--- src/rtl/alu_op_issuer.sv ---
// alu_op_issuer: initiator side of the ALU control interface.
// Accepts one MIPS R-type instruction with its register operands per handshake,
// decodes funct into a one-hot ALU strobe, holds operands and strobe for a settle
// window, then captures ALU_Output and offers it downstream with valid/ready.
// Optional feature macro: ALU_ISSUE_VARSHIFT_EN enables the variable shifts
// (funct 04/06/07 -> SLL/SRL/SRA, shift amount taken from RegA[4:0]).
module alu_op_issuer #(
  parameter int SETTLE_CYCLES = 1,
  parameter int MULDIV_SETTLE = 4
) (
  input  logic               clk,
  input  logic               rst,
  input  logic [31:0]        Instr,
  input  logic [31:0]        RegA,
  input  logic [31:0]        RegB,
  input  logic               InValid,
  output logic               InReady,
  output logic [31:0]        ALU_A,
  output logic [31:0]        ALU_B,
  output logic [31:0]        ALU_C,
  output logic               ADD,
  output logic               SUB,
  output logic               ADDu,
  output logic               SUBu,
  output logic               MUL,
  output logic               DIV,
  output logic               AND,
  output logic               OR,
  output logic               XOR,
  output logic               NOR,
  output logic               SRL,
  output logic               SLL,
  output logic               SRA,
  output logic               SLA,
  output logic               ALU_Enable,
  input  logic [31:0]        ALU_Output,
  output logic signed [31:0] Result,
  output logic               ResultValid,
  input  logic               ResultReady,
  output logic               IllegalOp
);

  // Strobe bit positions inside the registered one-hot op vector.
  localparam int OP_ADD  = 0;
  localparam int OP_SUB  = 1;
  localparam int OP_ADDU = 2;
  localparam int OP_SUBU = 3;
  localparam int OP_MUL  = 4;
  localparam int OP_DIV  = 5;
  localparam int OP_AND  = 6;
  localparam int OP_OR   = 7;
  localparam int OP_XOR  = 8;
  localparam int OP_NOR  = 9;
  localparam int OP_SRL  = 10;
  localparam int OP_SLL  = 11;
  localparam int OP_SRA  = 12;
  localparam int OP_SLA  = 13;

  // A zero settle time would capture before the ALU ever saw the strobe.
  localparam int N_ALU = (SETTLE_CYCLES < 1) ? 1 : SETTLE_CYCLES;
  localparam int N_MD  = (MULDIV_SETTLE < 1) ? 1 : MULDIV_SETTLE;
  localparam logic [15:0] LOAD_ALU = 16'(N_ALU - 1);
  localparam logic [15:0] LOAD_MD  = 16'(N_MD - 1);

  typedef enum logic [1:0] {IDLE, DRIVE, DONE} state_t;

  typedef struct packed {
    logic        legal;
    logic        muldiv;
    logic        shift;
    logic        varshift;
    logic [13:0] op;
  } dec_t;

  state_t      state;
  logic [13:0] op_q;
  logic [15:0] cnt;
  dec_t        dec;
  logic        unused_instr;

  // Maps an R-type instruction to its one-hot strobe and operand routing.
  function automatic dec_t decode(input logic [31:0] instr);
    dec_t d;
    d = '0;
    d.legal = 1'b1;
    if (instr[31:26] != 6'd0) begin
      d.legal = 1'b0;
    end else begin
      case (instr[5:0])
        6'h20: d.op[OP_ADD]  = 1'b1;
        6'h21: d.op[OP_ADDU] = 1'b1;
        6'h22: d.op[OP_SUB]  = 1'b1;
        6'h23: d.op[OP_SUBU] = 1'b1;
        6'h24: d.op[OP_AND]  = 1'b1;
        6'h25: d.op[OP_OR]   = 1'b1;
        6'h26: d.op[OP_XOR]  = 1'b1;
        6'h27: d.op[OP_NOR]  = 1'b1;
        6'h00: begin d.op[OP_SLL] = 1'b1; d.shift = 1'b1; end
        6'h02: begin d.op[OP_SRL] = 1'b1; d.shift = 1'b1; end
        6'h03: begin d.op[OP_SRA] = 1'b1; d.shift = 1'b1; end
        6'h01: begin d.op[OP_SLA] = 1'b1; d.shift = 1'b1; end
        6'h18: begin d.op[OP_MUL] = 1'b1; d.muldiv = 1'b1; end
        6'h1A: begin d.op[OP_DIV] = 1'b1; d.muldiv = 1'b1; end
`ifdef ALU_ISSUE_VARSHIFT_EN
        6'h04: begin d.op[OP_SLL] = 1'b1; d.varshift = 1'b1; end
        6'h06: begin d.op[OP_SRL] = 1'b1; d.varshift = 1'b1; end
        6'h07: begin d.op[OP_SRA] = 1'b1; d.varshift = 1'b1; end
`endif
        default: d.legal = 1'b0;
      endcase
    end
    return d;
  endfunction

  assign dec = decode(Instr);

  // rs/rt/rd register-number fields carry no meaning here; operands arrive on RegA/RegB.
  assign unused_instr = ^Instr[25:11];

  assign ADD  = op_q[OP_ADD];
  assign SUB  = op_q[OP_SUB];
  assign ADDu = op_q[OP_ADDU];
  assign SUBu = op_q[OP_SUBU];
  assign MUL  = op_q[OP_MUL];
  assign DIV  = op_q[OP_DIV];
  assign AND  = op_q[OP_AND];
  assign OR   = op_q[OP_OR];
  assign XOR  = op_q[OP_XOR];
  assign NOR  = op_q[OP_NOR];
  assign SRL  = op_q[OP_SRL];
  assign SLL  = op_q[OP_SLL];
  assign SRA  = op_q[OP_SRA];
  assign SLA  = op_q[OP_SLA];

  // Issue FSM: accept in IDLE, hold strobe for the settle window in DRIVE, present result in DONE.
  always_ff @(posedge clk) begin
    if (rst) begin
      state       <= IDLE;
      InReady     <= 1'b1;
      op_q        <= '0;
      ALU_Enable  <= 1'b0;
      ALU_A       <= '0;
      ALU_B       <= '0;
      ALU_C       <= '0;
      cnt         <= '0;
      Result      <= '0;
      ResultValid <= 1'b0;
      IllegalOp   <= 1'b0;
    end else begin
      case (state)
        IDLE: begin
          if (InValid) begin
            InReady <= 1'b0;
            if (dec.legal) begin
              state      <= DRIVE;
              op_q       <= dec.op;
              ALU_Enable <= 1'b1;
              ALU_A      <= dec.varshift ? 32'd0 : RegA;
              ALU_B      <= RegB;
              if (dec.varshift)   ALU_C <= {27'b0, RegA[4:0]};
              else if (dec.shift) ALU_C <= {27'b0, Instr[10:6]};
              else                ALU_C <= 32'd0;
              cnt        <= dec.muldiv ? LOAD_MD : LOAD_ALU;
            end else begin
              // Undecodable: skip the ALU entirely and report straight away.
              state       <= DONE;
              Result      <= '0;
              IllegalOp   <= 1'b1;
              ResultValid <= 1'b1;
            end
          end
        end
        DRIVE: begin
          if (cnt == 16'd0) begin
            state       <= DONE;
            op_q        <= '0;
            ALU_Enable  <= 1'b0;
            Result      <= ALU_Output;
            ResultValid <= 1'b1;
          end else begin
            cnt <= cnt - 16'd1;
          end
        end
        DONE: begin
          if (ResultReady) begin
            state       <= IDLE;
            InReady     <= 1'b1;
            ResultValid <= 1'b0;
            IllegalOp   <= 1'b0;
          end
        end
        default: begin
          state   <= IDLE;
          InReady <= 1'b1;
        end
      endcase
    end
  end

endmodule

--- config.mk ---
export PLATFORM = sky130hd
export DESIGN_NAME = alu_op_issuer
export DESIGN_NICKNAME = d
export VERILOG_FILES = /design/src/rtl/alu_op_issuer.sv
export SDC_FILE = /design/constraint.sdc
export NUM_CORES = 1
export LEC_CHECK = 0
export ABC_AREA = 1
export BUFFER_PORTS_ARGS = -buffer_cell sky130_fd_sc_hd__buf_2
export CAP_MARGIN = 15
export CORE_MARGIN = 10
export CORE_UTILIZATION = 48
export DETAILED_ROUTE_END_ITERATION = 12
export PLACE_DENSITY_LB_ADDON = 0.2
export SLEW_MARGIN = 20
export SYNTH_ARGS = -nofsm -noshare
export SYNTH_HDL_FRONTEND = slang
export SYNTH_SLANG_ARGS = --single-unit
export TNS_END_PERCENT = 1
--- constraint.sdc ---
create_clock -name clk -period 1.81 [get_ports clk]
set_input_delay 0.362 -clock clk [delete_from_list [all_inputs] [get_ports clk]]
set_output_delay 0.362 -clock clk [all_outputs]
set_load 0.005 [all_outputs]
==> results of run 1 <==
==> area by class of cell <==
cell class,instances,area (um^2),area share
multi-input cells,686,3010,0.359
flip-flops and latches,137,2750,0.327
repair buffers,287,1640,0.196
clock buffers,20,457,0.0544
well taps,172,215,0.0256
inverters,52,198,0.0236
clock inverters,11,121,0.0145
==> cell families (layout without fill, tap and decap cells) <==
family / Yosys count / after routing / share of synthesized area
AO/OA/AOI/OAI: 103 / 103 / 0.0879
XOR/XNOR: 2 / 2 / 0.00280
adder cells (fa/ha/maj): 5 / 5 / 0.00999
buffers and inverters: 130 / 370 / 0.105
flip-flops: 137 / 137 / 0.438
other: 1 / 27 / 0.000599
AND/OR/NAND/NOR: 549 / 549 / 0.356
==> worst min-delay path, cell delays in order <==
cell	delay, ps
buf_2	90
nand2_1	50
a21oi_1	50
==> placed cells by master, fill, tap and decap left out, types with 6 or more instances in the layout <==
master and instances:
nand2_1 299, buf_2 235, nor2_1 144, dfxtp_1 135, nand3_1 82, a21oi_1 81
inv_1 45, buf_4 44, conb_1 27, clkbuf_16 17, o21ai_0 12, a21oi_2 6
==> registers in the layout, summed over array words and instances (netlist names) <==
| signal | flops |
|---|---|
| InReady | 1 |
| ALU_C | 5 |
| ALU_Enable | 1 |
| ALU_A | 32 |
| ALU_B | 32 |
| op_q | 14 |
| ResultValid | 1 |
| cnt | 16 |
| IllegalOp | 1 |
| state | 2 |
| Result | 32 |
==> power by group <==
group / switching (mW) / internal [mW]
clock network: 1.28 / 2.09
registers: 0.343 / 3.69
logic: 3.52 / 2.46
==> layer usage <==
layer | vias to the layer above | share of wire | track usage
met1 | 2865 | 0.40 | 0.233
met4 | 4 | 0.017 | 0.0738
met5 | - | 0.0014 | 0
met2 | 227 | 0.46 | 0.332
li1 | 3359 | - | -
met3 | 28 | 0.12 | 0.107
==> metrics by stage <==
step | hold WS [ps] | instances | setup TNS, ps | setup slack [ps] | instance area (um^2)
after detailed placement | 453 | 1329 | -9260 | -145 | 7710
after floorplan | 452 | 953 | 0 | 142 | 6360
after CTS | 173 | 1362 | 0 | 39.6 | 8320
after global placement | 446 | 1329 | -8050 | -120 | 7710
final | 186 | 1365 | 0 | 60.1 | 8390
after global routing | 181 | 1365 | -22.7 | -14.5 | 8390
==> what timing repair did <==
action	CTS	global route
pin swaps	0	1
cloned	0	0
gates resized for setup	6	15
setup endpoints to repair	61	64
buffers inserted	2	3
==> final timing paths <==
check | start | to | slack (ps) | cells past startpoint
hold / removal | RegB[2] | ALU_B[2] | 190 | 3
hold reg to reg | ALU_B[1] | ALU_B[1] | 460 | 2
setup / recovery | state[0] | ResultValid | 60 | 8
setup reg to reg | state[0] | ResultValid | 60 | 8
==> results.tsv, run 1 <==
stage	metric	value	unit
worst_setup_path	worst-path cell chain	inv_1 -> ha_4 -> nand3_1 -> buf_4 -> buf_4 -> nand4_1 -> nand2_1 -> nor2_1	
flow_run	MaxCap Viol Count	0	
synth	post-synth top area share	0.438	
routing	Post-Route WL	19400	um
layout	filler instances	1203	
global_routing	largest net degree at the start of global routing	84	
timing	clock skew	5.93	ps
timing	fin crit share	0.967	
worst_setup_path	CP most frequent cell	buf_4	
worst_setup_path	Max stage delay on crit path	360	ps
clocking	clk slew on worst S/H paths	60	ps
clocking	CTS Buf Count	17	
synth	top cells by area, synth	dfxtp_1, nand2_1, nor2_1	
timing	Slew Viols, Final	0	
synth	top_reg_cell synth	dfxtp_1	
clocking	hold_buf cts	0	
synth	most common cell in the netlist	nand2_1	
synth	post-synthesis average cell area	6.76	um^2
global_routing	initial antenna violation count	2	
synth	sequential share of the synthesized area	0.438	
worst_setup_path	Worst setup EP type	flop	
global_routing	GR Util All Layers	0.208	
synth	Yosys Warn Count	0	
power_and_ir_drop	P_leak	4.13	nW
worst_setup_path	Worst setup SP type	flop	
layout	Final Core Density	0.660	
global_routing	GR Overflow Total	0	
layout	Ant. Diodes	0	
clocking	Clock Sinks	137	
worst_setup_path	Data required, critical path	2120	ps
layout	area grow syn2layout	34.0	%
worst_setup_path	Setup Crit Path Kind	flop to flop	
worst_setup_path	delay-heaviest family, CP	buffers and inverters	
synth	Synth area leader	dfxtp_1	
synth	Synth Instances	927	
routing	Residual DRC	0	
clocking	Root Buffer Master	clkbuf_16	
timing	clock period minus worst slack	1750	ps
power_and_ir_drop	Worst IR Drop VDD	858	uV
layout	share of layout cells above drive strength 1	0.291	
floorplan	Initial Util	0.492	
clocking	clk_lat worst skew	420	ps
floorplan	Die X	134	um
status	outcome	complete, no violations	
floorplan	Die Ht	134	um
global_routing	vias in the first global route	6254	
synth	Post-synth top cells	nand2_1, nor2_1, dfxtp_1	
clocking	H-tree depth	4	
timing	Highest Clock Rate	0.571	GHz
routing	DR WL/cell	14.2	um
timing	# setup viols final	0	
synth	Async SR Flop Fraction	0	
synth	Seq cells post-synth	137	
placement	# port buffers	235	
placement	Placer Congestion	0.846	
routing	1st-pass router iterations	5	
worst_setup_path	worst path arrival time	2060	ps
worst_setup_path	CP Max Fanout	36	
clocking	CTS max path bufs	2	
global_routing	first-pass GRT wire length	30800	um
worst_hold_path	Hold WC Path Type	primary input to flop	
floorplan	io pins	278	
floorplan	core area	12700	um^2
synth	Netlist cell types	32	
clocking	CTS tree	done	
layout	Final nets	1318	
routing	Routed Antenna Nets	0	
floorplan	die area	18000	um^2
synth	EDFF count, synth	0	
timing	Hold Vio Cnt, Final	0	
placement	post-DP HPWL	14100	um
floorplan	cell row count	41	
worst_setup_path	CP Buf/Inv Count	3	
routing	Detailed Route Iter0 Violations	423	
power_and_ir_drop	pwr/cell area	1590	nW/um^2
synth	Post-Syn Area	6260	um^2
routing	via/cell ratio	4.75	
worst_setup_path	slowest CP cell	dfxtp_2	
routing	via count	6483	
power_and_ir_drop	post-route total power	13.4	mW
Note: power is estimated with default switching activity, not from simulation.
==> inputs of run 2 (changes only) <==
- CORE_MARGIN: 10 -> unset
- GPL_ROUTABILITY_DRIVEN: unset -> 1
- GPL_TIMING_DRIVEN: unset -> 0
==> run 2 against run 1 <==
Effect of this change:
- critical path type is now primary input to flop
- design area up 2.3%
- maximum frequency down 3.6%
- the run now ends with negative setup slack left
- worst hold slack worse by 9.1 ps
- clock-buffer cell count up 2
- global-route usage up 5.5 points
- register-to-register slack about the same
- combinational power up 2%
- cell count up 2.7%
- flip-flop and latch count unchanged
- via count up 2.7%
- clock power up 14%
==> results.tsv, run 2 (synthesized netlist as in run 1, its figures left out) <==
stage	metric	value	unit	change
timing	clock period minus worst slack	1820	ps	+66.2 ps
routing	Detailed Route Iter0 Violations	424		+0.24%
power_and_ir_drop	Worst IR Drop VDD	1000	uV	+17%
power_and_ir_drop	pwr/cell area	1630	nW/um^2	+2.2%
clocking	H-tree depth	4		unchanged
routing	Routed Antenna Nets	0		unchanged
routing	1st-pass router iterations	5		unchanged
timing	Final WS setup	-6.12	ps	-66.2 ps
global_routing	GR Util All Layers	0.263		+0.0552
timing	Worst Tran Pin Value	565	ps	
clocking	Clock Sinks	137		unchanged
worst_setup_path	Worst setup SP type	primary input		
floorplan	io pins	278		unchanged
routing	Residual DRC	0		unchanged
power_and_ir_drop	Net Sw Frac	0.378		-0.00656
timing	RSZ-0062 raised after global routing	yes		
placement	Placer Congestion	0.908		+7.3%
floorplan	core area	12700	um^2	-0.40%
layout	area grow syn2layout	37.1	%	
power_and_ir_drop	internal power	8.71	mW	+5.7%
timing	Highest Clock Rate	0.551	GHz	-3.6%
worst_setup_path	CP Buf/Inv Count	3		unchanged
timing	slew margin rel.	0.623		
global_routing	GR Overflow Total	0		unchanged
worst_setup_path	Setup Crit Path Kind	primary input to flop		
floorplan	Die Ht	116	um	-13%
status	outcome	finished with violations		
timing	fin crit share	1.00		+0.0366
floorplan	Die X	116	um	-13%
clocking	CTS tree	done		
global_routing	largest net degree at the start of global routing	17		-80%
worst_hold_path	hold path depth	3		unchanged
floorplan	Initial Util	0.494		+0.00199
worst_setup_path	R2R cell count	11		+3
worst_setup_path	Data required, critical path	2090	ps	-30 ps
power_and_ir_drop	Clock Power Share	0.275		+0.023
flow_run	MaxCap Viol Count	0		unchanged
worst_setup_path	Crit. path cell count	10		+2
power_and_ir_drop	sequential share of power	0.289		-0.012
placement	placed cell area	7750	um^2	+0.52%
routing	via/cell ratio	4.75		about the same
layout	Final Core Density	0.678		+0.0180
timing	# setup viols final	1		+1
layout	most common cell after layout, fill and taps aside	nand2_1		
placement	post-DP HPWL	13200	um	-6.7%
worst_setup_path	worst-path cell chain	buf_2 -> or2_1 -> nor3_4 -> nand2_1 -> nand3_2 -> buf_6 -> nand2_4 -> buf_6 -> nand2_1 -> a21oi_1		
layout	Layout Cells excl Fill	1402		+2.7%
status	violated checks	negative setup slack		
power_and_ir_drop	Logic pwr share	0.437		-0.010
worst_hold_path	Hold WC Path Type	primary input to flop		
global_routing	vias in the first global route	5945		-4.9%
routing	met3 WL	1500	um	-35%
routing	Post-Route WL	18000	um	-7.0%
clocking	clk_lat worst skew	430	ps	about the same
routing	via count	6659		+2.7%
clocking	clk slew on worst S/H paths	60	ps	about the same
worst_setup_path	worst path arrival time	2090	ps	+30 ps
timing	clock skew	11.8	ps	+5.92 ps
routing	metal1 wirelength	7610	um	-1.8%
power_and_ir_drop	Psw	5.29	mW	+2.8%
layout	most frequent cells in the layout	nand2_1, buf_2, nor2_1, dfxtp_1		
routing	routed wl met2	8640	um	-3.4%
worst_setup_path	slowest CP cell	nor3_4		
layout	biggest regs	ALU_A: 32 flops, ALU_B: 32 flops, Result: 32 flops		
global_routing	first-pass GRT wire length	27600	um	-10%
clocking	CTS Buf Count	17		unchanged
worst_setup_path	Worst setup EP type	flop		
floorplan	cell row count	41		unchanged
worst_setup_path	delay-heaviest family, CP	simple AND/OR/NAND/NOR gates		
timing	Slew Viols, Final	0		unchanged
clocking	Root Buffer Master	clkbuf_16		
power_and_ir_drop	post-route total power	14.0	mW	+4.5%
routing	DR WL/cell	12.8	um	-9.4%
placement	# port buffers	235		unchanged
timing	Hold Vio Cnt, Final	0		unchanged
worst_setup_path	Max stage delay on crit path	400	ps	+40 ps
layout	filler instances	1136		-5.6%
layout	share of layout cells above drive strength 1	0.294		+0.00287
placement	Placed Cells	1360		+2.3%
layout	Finished Cell Area	8590	um^2	+2.3%
clocking	CTS max path bufs	2		unchanged
power_and_ir_drop	P_leak	4.24	nW	+2.8%
layout	Final nets	1353		+2.7%
timing	Min Hold Slack	177	ps	-9.07 ps
worst_setup_path	CP Max Fanout	10		-72%
floorplan	die area	13500	um^2	-25%
global_routing	initial antenna violation count	1		-1
routing	Top Metal Used	met4		
-- run 2: path summary, 6_finish.rpt --
check / startpoint / to / slack, ps
setup / recovery: Instr[28] / cnt[9] / -6
hold / removal: RegA[18] / ALU_A[18] / 180
setup reg to reg: cnt[0] / Result[19] / 50
hold reg to reg: ALU_A[23] / ALU_A[23] / 460
-- run 2: tightest hold or removal path: stages --
cell and delay (ps):
buf_2 90, nand2_1 50, a21oi_1 50
-- run 2: power groups by stage --
stage               sequential [mW]  combinational (mW)  clock (mW)
floorplan                      4.13                3.82           0
global placement               4.06                5.35           0
detailed placement             4.09                5.44           0
CTS                            4.03                5.71        3.87
global route                   4.12                6.88        3.99
finish                         4.04                6.11        3.84
-- run 2: repair_timing --
item / 4_1_cts / 5_1_grt
setup endpoints to repair: 89 / 125
hold buffers: 0 / 0
setup buffers: 3 / 4
cloned: 0 / 2
pin swaps: 3 / 2
resized for setup: 14 / 38
-- run 2: per-layer routing --
metal	up-vias	global-route usage
met2	249	0.452
li1	3444	-
met4	0	0.0880
met3	14	0.0872
met5	-	0
met1	2952	0.308
-- run 2: final cells by class --
type | count | area, um^2 | area share
Clock inverter | 10 | 189 | 0.0220
Antenna cell | 1 | 2.50 | 0.000291
Timing Repair Buffer | 244 | 1250 | 0.145
Sequential cell | 137 | 2750 | 0.320
Inverter | 52 | 200 | 0.0233
Tap cell | 172 | 215 | 0.0251
Clock buffer | 22 | 464 | 0.0541
Buffer | 78 | 524 | 0.0611
Multi-Input combinational cell | 686 | 3000 | 0.349
-- run 2: per-stage QoR --
step	TNS (ps)	setup slack (ps)
after floorplan	0	142
after global placement	-47900	-577
after detailed placement	-50470	-605
after CTS	0	1.05
after global routing	-3670	-118
final	-6.12	-6.12
==> inputs of run 3 (changes only) <==
- CAP_MARGIN: 15 -> 25
- MAX_ROUTING_LAYER: unset -> met4
==> run 3 against run 2 <==
Effect of this change:
- the run now ends clean
- flip-flop and latch count unchanged
- total power about the same
- wire length about the same
- utilization unchanged
- sequential share of layout area unchanged
- die area unchanged
- register-to-register slack about the same
- combinational power about the same
- clock power about the same
==> results.tsv, run 3 (synthesized netlist as in run 1, its figures left out) <==
stage	metric	value	unit	change
status	outcome	complete, no violations		
timing	RSZ-0062 raised after global routing	yes		
timing	Highest Clock Rate	0.557	GHz	+1.2%
worst_setup_path	reg-to-reg setup timing slack	50	ps	about the same
routing	Residual DRC	0		unchanged
routing	Detailed Route Iter0 Violations	385		-9.2%
layout	biggest regs	ALU_A: 32 flops, ALU_B: 32 flops, Result: 32 flops		
worst_setup_path	R2R cell count	11		unchanged
layout	most frequent cells in the layout	nand2_1, buf_2, nor2_1, dfxtp_1		
placement	post-DP HPWL	13200	um	unchanged
worst_setup_path	worst path arrival time	2070	ps	-20 ps
floorplan	Die Ht	116	um	unchanged
power_and_ir_drop	pwr/cell area	1630	nW/um^2	about the same
layout	area grow syn2layout	37.1	%	unchanged
worst_setup_path	CP Buf/Inv Count	3		unchanged
clocking	Root Buffer Master	clkbuf_16		
timing	# setup viols final	0		-1
layout	filler instances	1136		unchanged
layout	Final nets	1353		unchanged
routing	via/cell ratio	4.79		+0.89%
power_and_ir_drop	Worst IR Drop VDD	1010	uV	+0.59%
floorplan	cell row count	41		unchanged
worst_setup_path	Worst setup SP type	primary input		
routing	DR WL/cell	12.8	um	about the same
worst_setup_path	RR Endpoint	Result[2]		
clocking	clk_lat worst skew	430	ps	about the same
clocking	CTS tree	done		
worst_hold_path	Worst Hold Path EP	ALU_A[18]		
global_routing	GR Overflow Total	0		unchanged
floorplan	Die X	116	um	unchanged
routing	Routed Antenna Nets	0		unchanged
timing	Final WS setup	15.1	ps	+21.2 ps
global_routing	vias in the first global route	5950		+0.084%
clocking	hold_buf cts	0		unchanged
timing	clock skew	12.7	ps	+0.862 ps
timing	fin crit share	0.992		-0.0117
layout	register area	2750	um^2	unchanged
floorplan	Initial Util	0.494		unchanged
flow_run	MaxCap Viol Count	0		unchanged
routing	Post-Route WL	18000	um	about the same
global_routing	initial antenna violation count	1		unchanged
floorplan	core area	12700	um^2	unchanged
routing	via count	6718		+0.89%
layout	Final Core Density	0.678		unchanged
placement	pre-CTS worst setup slack	-605	ps	unchanged
worst_setup_path	Max stage delay on crit path	390	ps	about the same
power_and_ir_drop	P_leak	4.24	nW	unchanged
layout	share of layout cells above drive strength 1	0.294		unchanged
clocking	CTS max path bufs	2		unchanged
floorplan	io pins	278		unchanged
timing	Hold Vio Cnt, Final	0		unchanged
timing	Worst Tran Pin Value	569	ps	+3.81 ps
worst_setup_path	worst-path cell chain	buf_2 -> or2_1 -> nor3_4 -> nand2_1 -> nand3_2 -> buf_6 -> nand2_4 -> buf_6 -> nand2_1 -> a21oi_1		
worst_hold_path	hold path depth	3		unchanged
clocking	CTS Buf Count	17		unchanged
worst_setup_path	Worst setup EP type	flop		
placement	Placer Congestion	0.923		+1.7%
floorplan	die area	13500	um^2	unchanged
timing	slew margin rel.	0.621		-0.00254
worst_setup_path	CP Max Fanout	10		unchanged
worst_hold_path	Hold WC Path Type	primary input to flop		
timing	clock period minus worst slack	1790	ps	-21.2 ps
global_routing	largest net degree at the start of global routing	17		unchanged
worst_hold_path	HP Start	RegA[18]		
placement	# port buffers	235		unchanged
layout	most common cell after layout, fill and taps aside	nand2_1		
worst_setup_path	worst r2r src	cnt[0]		
worst_setup_path	Setup Crit Path Kind	primary input to flop		
worst_setup_path	Data required, critical path	2090	ps	about the same
clocking	H-tree depth	4		unchanged
clocking	Clock Sinks	137		unchanged
routing	1st-pass router iterations	6		+1
worst_setup_path	delay-heaviest family, CP	simple AND/OR/NAND/NOR gates		
global_routing	GR Util All Layers	0.271		+0.00792
global_routing	first-pass GRT wire length	27600	um	-0.15%
clocking	clk slew on worst S/H paths	60	ps	about the same
layout	Multi-input gate area	3000	um^2	unchanged
timing	Slew Viols, Final	0		unchanged
worst_setup_path	slowest CP cell	nor3_4		
[run 3: cell counts in the layout (fill, tap and decap cells not counted)]
No cell type changed its count.
[run 3: repair_timing]
action,4_1_cts,5_1_grt
buffers inserted,3,4
cloned,0,2
pin swaps,3,2
setup endpoints to repair,89,125
resized for setup,14,38
[run 3: power by group]
part | total [mW] | switching (mW) | internal, mW
combinational | 6.12 | 3.63 | 2.49
clock | 3.84 | 1.31 | 2.53
sequential | 4.04 | 0.348 | 3.69
total | 14.0 | 5.29 | 8.71
[run 3: worst max path at each step]
stage                     slack [ps]  cells past startpoint          to       from
final                             20                     10      cnt[9]  Instr[28]
after global routing            -120                      9    state[1]   state[1]
after CTS                          1                     11  Result[29]   state[1]
after detailed placement        -600                      8   ALU_A[21]  Instr[28]
after global placement          -580                      8   ALU_A[21]  Instr[28]
after floorplan                  140                      9      cnt[2]  Instr[29]
[run 3: area by class of cell]
| type | instances | area share |
|---|---|---|
| inverters | 52 | 0.0233 |
| clock inverters | 10 | 0.0220 |
| clock buffers | 22 | 0.0541 |
| plain buffers | 78 | 0.0611 |
| diodes | 1 | 0.000291 |
| flip-flops and latches | 137 | 0.320 |
| repair buffers | 244 | 0.145 |
| multi-input cells | 686 | 0.349 |
| well taps | 172 | 0.0251 |
[run 3: per-layer routing]
layer  GRT usage  vias up  routed length [um]
met5           -        -                   0
met4      0.0880        0                 269
met3      0.0763       18                1410
met2       0.451      268                8650
met1       0.314     2987                7670
li1            -     3445                   -
[run 3: tightest hold or removal path, delay by kind of cell]
kind | cells | cell delay, ps
AO/OA/AOI/OAI | 1 | 50
AND/OR/NAND/NOR | 1 | 50
buffers and inverters | 1 | 90
[run 3: per-stage QoR]
step           std cells  hold slack [ps]  area (um^2)  power [mW]  setup TNS [ps]
2_1_floorplan        953              452         6360        7.95               0
3_3_place_gp        1360              444         7750        9.41          -47900
3_5_place_dp        1360              453         7750        9.53          -50470
4_1_cts             1395              166         8470        13.6               0
5_1_grt             1402              178         8590        15.0           -3700
6_report            1402              177         8590        14.0               0
